[config.mk]
export PLATFORM = sky130hd
export DESIGN_NAME = xsimbus_master_port_flat
export DESIGN_NICKNAME = d
export VERILOG_FILES = /design/src/rtl/xsimbus_master_port_pkg.sv /design/src/rtl/xsimbus_master_port_if.sv /design/src/rtl/xsimbus_wait_cnt.sv /design/src/rtl/xsimbus_master_port.sv /design/src/flat_wrapper.sv
export SDC_FILE = /design/constraint.sdc
export NUM_CORES = 1
export LEC_CHECK = 0
export ABC_AREA = 0
export CAP_MARGIN = 10
export CORE_MARGIN = 3
export CORE_UTILIZATION = 25
export CTS_CLUSTER_SIZE = 28
export DETAILED_ROUTE_END_ITERATION = 10
export GPL_TIMING_DRIVEN = 0
export RECOVER_POWER = 50
export SYNTH_ARGS = -nofsm -noshare
export SYNTH_HDL_FRONTEND = slang
export SYNTH_SLANG_ARGS = --single-unit
[constraint.sdc]
create_clock -name clk -period 2.35 [get_ports clk]
set_input_delay 0.3525 -clock clk [delete_from_list [all_inputs] [get_ports clk]]
set_output_delay 0.3525 -clock clk [all_outputs]
set_load 0.005 [all_outputs]
[src/rtl/xsimbus_master_port_pkg.sv]
// Shared xSimBus encodings for the master port: select modes, R/W flag,
// reset level, bus widths and the 2-bit port FSM state codes.
package xsimbus_master_port_pkg;

    localparam logic RST_ENABLE = 1'b1;

    localparam int MEM_ADDR_BUS_WIDTH = 32;
    localparam int MEM_BYTE_BUS_W     = 8;

    localparam logic RW_INOUT_W = 1'b1;
    localparam logic RW_INOUT_R = 1'b0;

    typedef enum logic [1:0] {
        SELECT_AS_NONE   = 2'b00,
        SELECT_AS_MASTER = 2'b01,
        SELECT_AS_DEVICE = 2'b10
    } select_mode_e;

    typedef enum logic [1:0] {
        XSIM_PORT_IDLE = 2'b00,
        XSIM_PORT_REQ  = 2'b01,
        XSIM_PORT_XFER = 2'b10,
        XSIM_PORT_RESP = 2'b11
    } port_state_e;

endpackage

[src/rtl/xsimbus_master_port_if.sv]
// Core-side request/response and bus-side signals of one xSimBus master slot.
// The master modport is the port itself; slave is the core plus bus environment.
interface xsimbus_master_port_if
    import xsimbus_master_port_pkg::*;
#(
    parameter int ADDR_W = MEM_ADDR_BUS_WIDTH,
    parameter int DATA_W = MEM_BYTE_BUS_W
) ();

    logic              req_valid_in;
    logic              req_ready_out;
    logic              req_we_in;
    logic [ADDR_W-1:0] req_addr_in;
    logic [DATA_W-1:0] req_wdata_in;

    logic              rsp_valid_out;
    logic              rsp_ready_in;
    logic [DATA_W-1:0] rsp_rdata_out;
    logic              rsp_err_out;

    logic              bus_req_out;
    logic              bus_rw_out;
    logic [ADDR_W-1:0] bus_addr_out;
    logic [DATA_W-1:0] bus_data_out;
    select_mode_e      bus_select_in;
    logic [DATA_W-1:0] bus_data_in;

    modport master (
        input  req_valid_in, req_we_in, req_addr_in, req_wdata_in,
        input  rsp_ready_in, bus_select_in, bus_data_in,
        output req_ready_out, rsp_valid_out, rsp_rdata_out, rsp_err_out,
        output bus_req_out, bus_rw_out, bus_addr_out, bus_data_out
    );

    modport slave (
        output req_valid_in, req_we_in, req_addr_in, req_wdata_in,
        output rsp_ready_in, bus_select_in, bus_data_in,
        input  req_ready_out, rsp_valid_out, rsp_rdata_out, rsp_err_out,
        input  bus_req_out, bus_rw_out, bus_addr_out, bus_data_out
    );

endinterface

[src/rtl/xsimbus_wait_cnt.sv]
// Grant-wait counter with limit compare; built only with XSIMBUS_TIMEOUT_EN.
// o_limit is high when the counter has reached LIMIT-1.
`ifdef XSIMBUS_TIMEOUT_EN
module xsimbus_wait_cnt
    import xsimbus_master_port_pkg::*;
#(
    parameter int LIMIT = 16
) (
    input  logic clk,
    input  logic rst,
    input  logic i_clear,
    input  logic i_inc,
    output logic o_limit
);

    localparam logic [7:0] LIMIT_M1 = 8'(LIMIT - 1);

    logic [7:0] r_cnt;

    always_ff @(posedge clk) begin
        if (rst == RST_ENABLE || i_clear) begin
            r_cnt <= '0;
        end else if (i_inc) begin
            r_cnt <= r_cnt + 8'd1;
        end
    end

    assign o_limit = (r_cnt == LIMIT_M1);

endmodule
`endif

[src/rtl/xsimbus_master_port.sv]
// xSimBus master-side front end: one core byte load/store becomes one bus
// transaction with a single response beat. Grant timeout via XSIMBUS_TIMEOUT_EN.
module xsimbus_master_port
    import xsimbus_master_port_pkg::*;
#(
    parameter int MASTER_ID   = 0,
    parameter int ADDR_W      = MEM_ADDR_BUS_WIDTH,
    parameter int DATA_W      = MEM_BYTE_BUS_W,
    parameter int TIMEOUT_CYC = 16
) (
    input logic                   clk,
    input logic                   rst,
    xsimbus_master_port_if.master bus_if
);

    port_state_e       r_state;
    port_state_e       w_next_state;

    logic              r_we;
    logic [ADDR_W-1:0] r_addr;
    logic [DATA_W-1:0] r_wdata;
    logic [DATA_W-1:0] r_rdata;
    logic              r_err;

    logic              w_accept;
    logic              w_grant;
    logic              w_timeout;
    logic              w_unused_cfg;

    // The slot index only matters to the arbiter wiring outside this block.
    assign w_unused_cfg = (MASTER_ID == 31) | (TIMEOUT_CYC == 0);

    assign w_accept = bus_if.req_valid_in && (r_state == XSIM_PORT_IDLE);
    assign w_grant  = (r_state == XSIM_PORT_REQ) &&
                      (bus_if.bus_select_in == SELECT_AS_MASTER);

`ifdef XSIMBUS_TIMEOUT_EN
    logic w_limit;

    xsimbus_wait_cnt #(
        .LIMIT   (TIMEOUT_CYC)
    ) u_wait_cnt (
        .clk     (clk),
        .rst     (rst),
        .i_clear (w_accept),
        .i_inc   (r_state == XSIM_PORT_REQ),
        .o_limit (w_limit)
    );

    assign w_timeout = (r_state == XSIM_PORT_REQ) && w_limit && !w_grant;
`else
    assign w_timeout = 1'b0;
`endif

    // NOTE: sequential state uses non-blocking assignments so every flop
    // samples the pre-edge values, independent of block ordering.
    always_ff @(posedge clk) begin
        if (rst == RST_ENABLE) begin
            r_state <= XSIM_PORT_IDLE;
        end else begin
            r_state <= w_next_state;
        end
    end

    always_comb begin
        w_next_state = r_state;
        case (r_state)
            XSIM_PORT_IDLE: if (w_accept)  w_next_state = XSIM_PORT_REQ;
            XSIM_PORT_REQ: begin
                if (w_grant)        w_next_state = XSIM_PORT_XFER;
                else if (w_timeout) w_next_state = XSIM_PORT_RESP;
            end
            XSIM_PORT_XFER: w_next_state = XSIM_PORT_RESP;
            XSIM_PORT_RESP: if (bus_if.rsp_ready_in) w_next_state = XSIM_PORT_IDLE;
            default:        w_next_state = XSIM_PORT_IDLE;
        endcase
    end

    // Request fields are frozen at acceptance; response fields change only
    // in XFER or on timeout, so they stay stable throughout RESP.
    always_ff @(posedge clk) begin
        if (rst == RST_ENABLE) begin
            r_we    <= 1'b0;
            r_addr  <= '0;
            r_wdata <= '0;
            r_rdata <= '0;
            r_err   <= 1'b0;
        end else begin
            if (w_accept) begin
                r_we    <= bus_if.req_we_in;
                r_addr  <= bus_if.req_addr_in;
                r_wdata <= bus_if.req_wdata_in;
                r_rdata <= '0;
                r_err   <= 1'b0;
            end
            if (r_state == XSIM_PORT_XFER) begin
                r_rdata <= r_we ? '0 : bus_if.bus_data_in;
            end
            if (w_timeout) begin
                r_rdata <= '0;
                r_err   <= 1'b1;
            end
        end
    end

    // NOTE: every output gets a default before the case, so no path through
    // this block leaves a signal unassigned and no latch is inferred.
    always_comb begin
        bus_if.req_ready_out = 1'b0;
        bus_if.rsp_valid_out = 1'b0;
        bus_if.bus_req_out   = 1'b0;
        bus_if.bus_rw_out    = RW_INOUT_R;
        bus_if.bus_addr_out  = '0;
        bus_if.bus_data_out  = '0;
        case (r_state)
            XSIM_PORT_IDLE: bus_if.req_ready_out = 1'b1;
            XSIM_PORT_REQ, XSIM_PORT_XFER: begin
                bus_if.bus_req_out  = 1'b1;
                bus_if.bus_rw_out   = r_we ? RW_INOUT_W : RW_INOUT_R;
                bus_if.bus_addr_out = r_addr;
                bus_if.bus_data_out = r_wdata;
            end
            XSIM_PORT_RESP: bus_if.rsp_valid_out = 1'b1;
            default: ;
        endcase
        bus_if.rsp_rdata_out = r_rdata;
        bus_if.rsp_err_out   = r_err;
    end

endmodule

[src/flat_wrapper.sv]
// flat-port wrapper written by rule: the top's interface ports become plain ports
module xsimbus_master_port_flat import xsimbus_master_port_pkg::*;
#(
    parameter int MASTER_ID   = 0,
    parameter int ADDR_W      = MEM_ADDR_BUS_WIDTH,
    parameter int DATA_W      = MEM_BYTE_BUS_W,
    parameter int TIMEOUT_CYC = 16
)
  (clk, rst, bus_if_req_valid_in, bus_if_req_we_in, bus_if_req_addr_in, bus_if_req_wdata_in, bus_if_rsp_ready_in, bus_if_bus_select_in, bus_if_bus_data_in, bus_if_req_ready_out, bus_if_rsp_valid_out, bus_if_rsp_rdata_out, bus_if_rsp_err_out, bus_if_bus_req_out, bus_if_bus_rw_out, bus_if_bus_addr_out, bus_if_bus_data_out);
  xsimbus_master_port_if #(.ADDR_W(ADDR_W), .DATA_W(DATA_W)) bus_if_i ();
  input logic clk;
  input logic rst;
  input wire logic [$bits(bus_if_i.req_valid_in)-1:0] bus_if_req_valid_in;
  input wire logic [$bits(bus_if_i.req_we_in)-1:0] bus_if_req_we_in;
  input wire logic [$bits(bus_if_i.req_addr_in)-1:0] bus_if_req_addr_in;
  input wire logic [$bits(bus_if_i.req_wdata_in)-1:0] bus_if_req_wdata_in;
  input wire logic [$bits(bus_if_i.rsp_ready_in)-1:0] bus_if_rsp_ready_in;
  input wire logic [$bits(bus_if_i.bus_select_in)-1:0] bus_if_bus_select_in;
  input wire logic [$bits(bus_if_i.bus_data_in)-1:0] bus_if_bus_data_in;
  output wire logic [$bits(bus_if_i.req_ready_out)-1:0] bus_if_req_ready_out;
  output wire logic [$bits(bus_if_i.rsp_valid_out)-1:0] bus_if_rsp_valid_out;
  output wire logic [$bits(bus_if_i.rsp_rdata_out)-1:0] bus_if_rsp_rdata_out;
  output wire logic [$bits(bus_if_i.rsp_err_out)-1:0] bus_if_rsp_err_out;
  output wire logic [$bits(bus_if_i.bus_req_out)-1:0] bus_if_bus_req_out;
  output wire logic [$bits(bus_if_i.bus_rw_out)-1:0] bus_if_bus_rw_out;
  output wire logic [$bits(bus_if_i.bus_addr_out)-1:0] bus_if_bus_addr_out;
  output wire logic [$bits(bus_if_i.bus_data_out)-1:0] bus_if_bus_data_out;
  assign bus_if_i.req_valid_in = bus_if_req_valid_in;
  assign bus_if_i.req_we_in = bus_if_req_we_in;
  assign bus_if_i.req_addr_in = bus_if_req_addr_in;
  assign bus_if_i.req_wdata_in = bus_if_req_wdata_in;
  assign bus_if_i.rsp_ready_in = bus_if_rsp_ready_in;
  assign bus_if_i.bus_select_in = bus_if_bus_select_in;
  assign bus_if_i.bus_data_in = bus_if_bus_data_in;
  assign bus_if_req_ready_out = bus_if_i.req_ready_out;
  assign bus_if_rsp_valid_out = bus_if_i.rsp_valid_out;
  assign bus_if_rsp_rdata_out = bus_if_i.rsp_rdata_out;
  assign bus_if_rsp_err_out = bus_if_i.rsp_err_out;
  assign bus_if_bus_req_out = bus_if_i.bus_req_out;
  assign bus_if_bus_rw_out = bus_if_i.bus_rw_out;
  assign bus_if_bus_addr_out = bus_if_i.bus_addr_out;
  assign bus_if_bus_data_out = bus_if_i.bus_data_out;
  xsimbus_master_port #(.MASTER_ID(MASTER_ID), .ADDR_W(ADDR_W), .DATA_W(DATA_W), .TIMEOUT_CYC(TIMEOUT_CYC)) u_core (.clk(clk), .rst(rst), .bus_if(bus_if_i));
endmodule
==> results of run 1 <==
-- final cells by class --
type	instances	area share (%)
sequential	51	29.3
timing repair buffer	106	30.4
inverter	4	0.430
tap	105	3.76
clock inverter	1	0.143
buffer	22	3.30
multi-input combinational	205	30.4
clock buffer	7	2.19
-- per-stage QoR --
stage	hold WS [ns]	power [mW]	cells	setup TNS (ns)
floorplan	0.432	1.78	282	0
global placement	0.437	2.41	492	-0.261
detailed placement	0.442	2.43	492	-0.789
CTS	0.455	2.99	500	0
global route	0.468	3.23	501	-0.243
finish	0.451	2.98	501	0
-- power by group --
| group | internal (mW) | switching, mW | total, mW |
|---|---|---|---|
| clock network | 0.210 | 0.271 | 0.480 |
| registers | 1.03 | 0.0777 | 1.10 |
| logic | 0.719 | 0.679 | 1.40 |
| total | 1.95 | 1.03 | 2.98 |
-- cell usage after synthesis --
master / instances
nand2_1: 90
clkbuf_1: 15
conb_1: 1
nand3b_1: 9
buf_2: 6
a222oi_1: 1
nor2b_1: 1
and2_2: 1
buf_4: 1
and2_1: 41
ha_1: 5
o21bai_1: 1
mux2i_1: 2
a21oi_1: 49
inv_1: 4
dfxtp_1: 51
nand2b_1: 4
-- registers in the layout, summed over array words and instances (netlist names) --
| signal | count |
|---|---|
| u_core.r_addr | 32 |
| u_core.bus_if.rsp_rdata_out | 8 |
| u_core.r_state | 2 |
| u_core.r_wdata | 8 |
| u_core.r_we | 1 |
-- cells by family (layout without fill, tap and decap cells) --
kind of cell / Yosys count / after routing / synth area share [%]
compound gates: 51 / 51 / 12.1
other cells: 1 / 1 / 0.172
flops: 51 / 51 / 46.8
buf+inv: 26 / 140 / 4.99
fa+ha+maj: 5 / 5 / 2.87
simple gates: 146 / 146 / 32.1
mux: 2 / 2 / 0.919
-- how the worst max path moves through the flow --
| stage | endpoint | depth (start not counted) | slack, ns |
|---|---|---|---|
| 2_1_floorplan | bus_if_bus_addr_out[0] | 4 | 0.84 |
| 3_3_place_gp | bus_if_bus_data_out[5] | 5 | -0.04 |
| 3_5_place_dp | bus_if_bus_addr_out[16] | 5 | -0.06 |
| 4_1_cts | bus_if_bus_addr_out[21] | 5 | 0.02 |
| 5_1_grt | bus_if_bus_addr_out[16] | 5 | -0.03 |
| 6_report | bus_if_bus_addr_out[16] | 5 | 0.08 |
-- worst max-delay path, cell delays in order (launching register included) --
cell and delay (ns):
dfxtp_2 0.36, inv_1 0.10, ha_4 0.35, buf_4 0.18
and2_1 0.14, clkdlybuf4s50_1 0.49
-- routing by layer --
layer,track usage (%),vias to the layer above,share of wire [%]
met5,0,-,0
met4,2.21,0,0.44
met3,4.35,4,9.0
met2,20.7,82,45
met1,16.4,970,46
li1,-,1115,-
-- repair_timing --
item / 4_1_cts / 5_1_grt
hold buffers: 0 / 0
resized for setup: 11 / 9
pin swaps: 0 / 1
setup buffers: 0 / 1
setup endpoints to repair: 40 / 40
==> results_dict.tcl, run 1 <==
set metrics [dict create \
    grt_use_total_pct 12.7 \
    die_area_mm2 0.00987 \
    hpwl_um 4780 \
    critPathLaunchType "register" \
    cts-buffers-inserted 5 \
    wl_um 6420 \
    antenna_left 0 \
    ff_latch_area_mm2 0.00102 \
    clkLatencyLatePin_ns 0.30 \
    outcome "finished, final reports clean" \
    fill_cells 907 \
    tritoncts "done" \
    yosysTopAreaCell "dfxtp_1" \
    rows 33 \
    grt_max_degree 15 \
    dpl_worst_slack_ns -0.0567 \
    vias 2171 \
    seq_area_frac_synth_pct 46.8 \
    ff2ff_path_depth 7 \
    post_drt_wl_per_cell_um 12.8 \
    power.leakage_nw 1.32 \
    syn_avg_cell_area_um2 7.73 \
    drtIter0Drc 51 \
    syn_area_mm2 0.00218 \
    die_h_um 99.4 \
    min_to "u_core.r_addr[21]" \
    rrSetupSlack_ns 0.65 \
    cts_max_level 2 \
    min_path_cells 2 \
    maxSlewViolCount 0 \
    yosys_warnings 0 \
    grt_first_pass_wirelength_um 10100 \
    initial_utilization_pct 26.1 \
    r2r-end "u_core.r_addr[9]" \
    core_mm2 0.00834 \
    startpoint "u_core.r_state[0]" \
    finClkSkew_ns 0.00555 \
    hold_viol_final 0 \
    clkTransAtPathRegs_ns 0.09 \
    io_buffers 105 \
    fin_util_pct 41.8 \
    ys_top_cells_by_area "dfxtp_1, nand2_1, and2_1" \
    die_w_um 99.4 \
    ioPinCount 108 \
    nets 455 \
    clockRootBuffer "clkbuf_8" \
    multi_input_area_mm2 0.00106 \
    arrival_ns 1.92 \
    first_pass_iters 4 \
    ir_drop_uv 309 \
    end_kind "output port" \
    drc 0 \
    timing.final.crit_share_pct 96.7 \
    clock.fmax_mhz 440 \
    r2r-start "u_core.r_state[0]" \
    grt.overflow.total 0 \
    synth_cell_types 17 \
    antenna_found_initial 0 \
    final_common_cell "clkdlybuf4s50_1" \
    cts_sinks 51 \
    ys_ff_latch 51 \
    rsz0062_at_grt "true" \
    drive_gt1_share_pct 5.56 \
    gp_congestion 0.694 \
    syn_nets 342 \
    worst_slack_ns 0.0768 \
    synth_cells 282 \
    worstSetupPathType "reg -> out" \
    cellPowerDensity_mw_per_mm2 855 \
    worst_slew_pin_slew_ns 0.510 \
    fin_area_mm2 0.00349 \
    hp-start "u_core.r_addr[21]" \
    setup_viol 0 \
    first_global_vias 2134 \
    hp-class "reg -> reg" \
    viasPerCell 4.33 \
    placed_area_mm2 0.00336 \
    relSlewSlack_pct 66.0 \
    area_growth_pct 60.1 \
    synth_top_area_share_pct 46.8 \
    fin_crit_ns 2.27 \
    clk_path_buf_depth 2 \
    maxCapViolations 0 \
    cp_data_required_time_ns 2.00 \
    diodes 0 \
    layout_common_cells "clkdlybuf4s50_1, nand2_1, a21oi_1, dfxtp_1, and2_1" \
    path_max_fanout 10 \
]
Note: power is estimated with default switching activity, not from simulation.
==> inputs of run 2 (changes only) <==
- CORE_UTILIZATION: 25 -> 43
- PLACE_DENSITY: unset -> 0.85
- SKIP_CTS_REPAIR_TIMING: unset -> 1
==> run 2 against run 1 <==
Compared with the run above:
- clock skew grew 0.00078 ns
- clock power is essentially flat
- final cell count shrank 7.6%
- core utilization grew 29 points
- global-route usage grew 7.7 points
- sequential share of layout area grew 0.54 points
- register-to-register slack lost 0.18 ns
- via count shrank 0.78%
- non-clock buffer count is the same
- critical endpoint is now bus_if_bus_addr_out[26]
- largest power group unchanged
==> results_dict.tcl, run 2 (synthesis results as in run 1) <==
set metrics [dict create \
    io_buffers 105 \
    die_area_mm2 0.00596 \
    ioPinCount 108 \
    die_w_um 77.2 \
    min_path_cells 2 \
    antenna_left 0 \
    seqPwrFrac_pct 37.6 \
    drc 0 \
    p_sw_share_pct 34.5 \
    grt_max_degree 15 \
    cellPowerDensity_mw_per_mm2 856 \
    clockRootBuffer "clkbuf_8" \
    maxSlewViolCount 0 \
    nets 455 \
    arrival_ns 1.90 \
    die_h_um 77.2 \
    startpoint "u_core.r_state[0]" \
    cp_data_required_time_ns 2.00 \
    power.leakage_nw 1.32 \
    combPwrFrac_pct 46.0 \
    placed_area_mm2 0.00331 \
    outcome "finished, final reports clean" \
    fin_crit_ns 2.25 \
    antenna_found_initial 0 \
    cts_sinks 51 \
    grt.overflow.total 0 \
    viasPerCell 4.65 \
    fin_util_pct 71.1 \
    finClkSkew_ns 0.00633 \
    grt_use_total_pct 20.4 \
    critPathLaunchType "register" \
    rsz0062_at_grt "false" \
    clkLatencyLatePin_ns 0.30 \
    wl_um 5940 \
    first_pass_iters 4 \
    clock.fmax_mhz 445 \
    tritoncts "done" \
    r2r-start "u_core.r_state[0]" \
    worst_slew_pin_slew_ns 0.549 \
    post_drt_wl_per_cell_um 12.8 \
    relSlewSlack_pct 63.4 \
    p_int_mw 1.92 \
    netSwitchingPower_mw 1.01 \
    maxCapViolations 0 \
    initial_utilization_pct 45.2 \
    clkTransAtPathRegs_ns 0.09 \
    layout_common_cells "clkdlybuf4s50_1, nand2_1, a21oi_1, dfxtp_1, and2_1" \
    gp_congestion 0.696 \
    largest_register "u_core.r_addr" \
    vias 2154 \
    cts-buffers-inserted 5 \
    clk_path_buf_depth 2 \
    drive_gt1_share_pct 4.29 \
    cts_max_level 2 \
    hold_viol_final 0 \
    ff2ff_path_depth 7 \
    min_to "u_core.r_addr[6]" \
    grt_first_pass_wirelength_um 9890 \
    fin_area_mm2 0.00343 \
    timing.final.crit_share_pct 95.7 \
    final_common_cell "clkdlybuf4s50_1" \
    setup_viol 0 \
    hp-start "u_core.r_addr[6]" \
    ir_drop_uv 457 \
    rows 25 \
    r2r-end "u_core.r_addr[15]" \
    clock_power_share_pct 16.4 \
    core_mm2 0.00482 \
    hpwl_um 4410 \
    worstSetupPathType "reg -> out" \
    fill_cells 409 \
    path_max_fanout 10 \
    end_kind "output port" \
    area_growth_pct 57.2 \
    first_global_vias 2072 \
    diodes 0 \
    rrSetupSlack_ns 0.47 \
    largest_reg_flops 32 \
    drtIter0Drc 62 \
    hp-class "reg -> reg" \
]
-- run 2: cell types whose count changed in the layout (fill, tap and decap cells not counted), moves of 2 or more --
cell	before	now
buf_2	5	1
buf_4	3	5
buf_6	2	0
clkbuf_1	14	18
clkdlybuf4s50_1	104	97
dlygate4sd3_1	0	8
-- run 2: power groups by stage --
| stage | Clock (mW) | Sequential (mW) | Combinational (mW) |
|---|---|---|---|
| after floorplan | 0 | 1.10 | 0.676 |
| after global placement | 0 | 1.11 | 1.25 |
| after detailed placement | 0 | 1.12 | 1.27 |
| after CTS | 0.489 | 1.10 | 1.28 |
| after global routing | 0.528 | 1.12 | 1.50 |
| final | 0.482 | 1.10 | 1.35 |
-- run 2: critical path, cell delays in order (launching register included) --
cell and delay [ns]:
dfxtp_2 0.36, inv_1 0.10, ha_4 0.33, buf_4 0.16, and2_1 0.13, clkdlybuf4s50_1 0.52
-- run 2: cell type report --
cell class / count / area, um2 / area share [%]
Clock inverter: 1 / 5.00 / 0.146
Inverter: 4 / 15.0 / 0.438
Buffer: 22 / 103 / 2.99
Clock buffer: 7 / 76.3 / 2.23
Multi-Input combinational cell: 205 / 1060 / 31.0
Tap cell: 67 / 83.8 / 2.45
Timing Repair Buffer: 106 / 1060 / 30.9
Sequential cell: 51 / 1020 / 29.9
-- run 2: layer usage --
metal | wire (um) | GRT usage, %
met1 | 2560 | 25.5
met2 | 2740 | 32.9
met3 | 528 | 7.28
met4 | 119 | 5.87
met5 | 0 | 0
-- run 2: through the flow --
step	instances	power, mW	setup slack [ns]	setup TNS, ns	hold WS [ns]
floorplan	282	1.78	0.836	0	0.432
CTS	462	2.87	-0.318	-10.77	0.454
global placement	454	2.36	0.0451	0	0.437
global route	463	3.16	0.00475	0	0.470
finish	463	2.93	0.102	0	0.452
detailed placement	454	2.39	0.0138	0	0.442
-- run 2: worst max path at each step --
stage / end / slack [ns]
after floorplan: bus_if_bus_addr_out[0] / 0.84
after global placement: bus_if_bus_data_out[7] / 0.05
after detailed placement: bus_if_bus_addr_out[26] / 0.01
after CTS: bus_if_bus_addr_out[1] / -0.32
after global routing: bus_if_bus_addr_out[10] / 0.005
final: bus_if_bus_addr_out[26] / 0.10
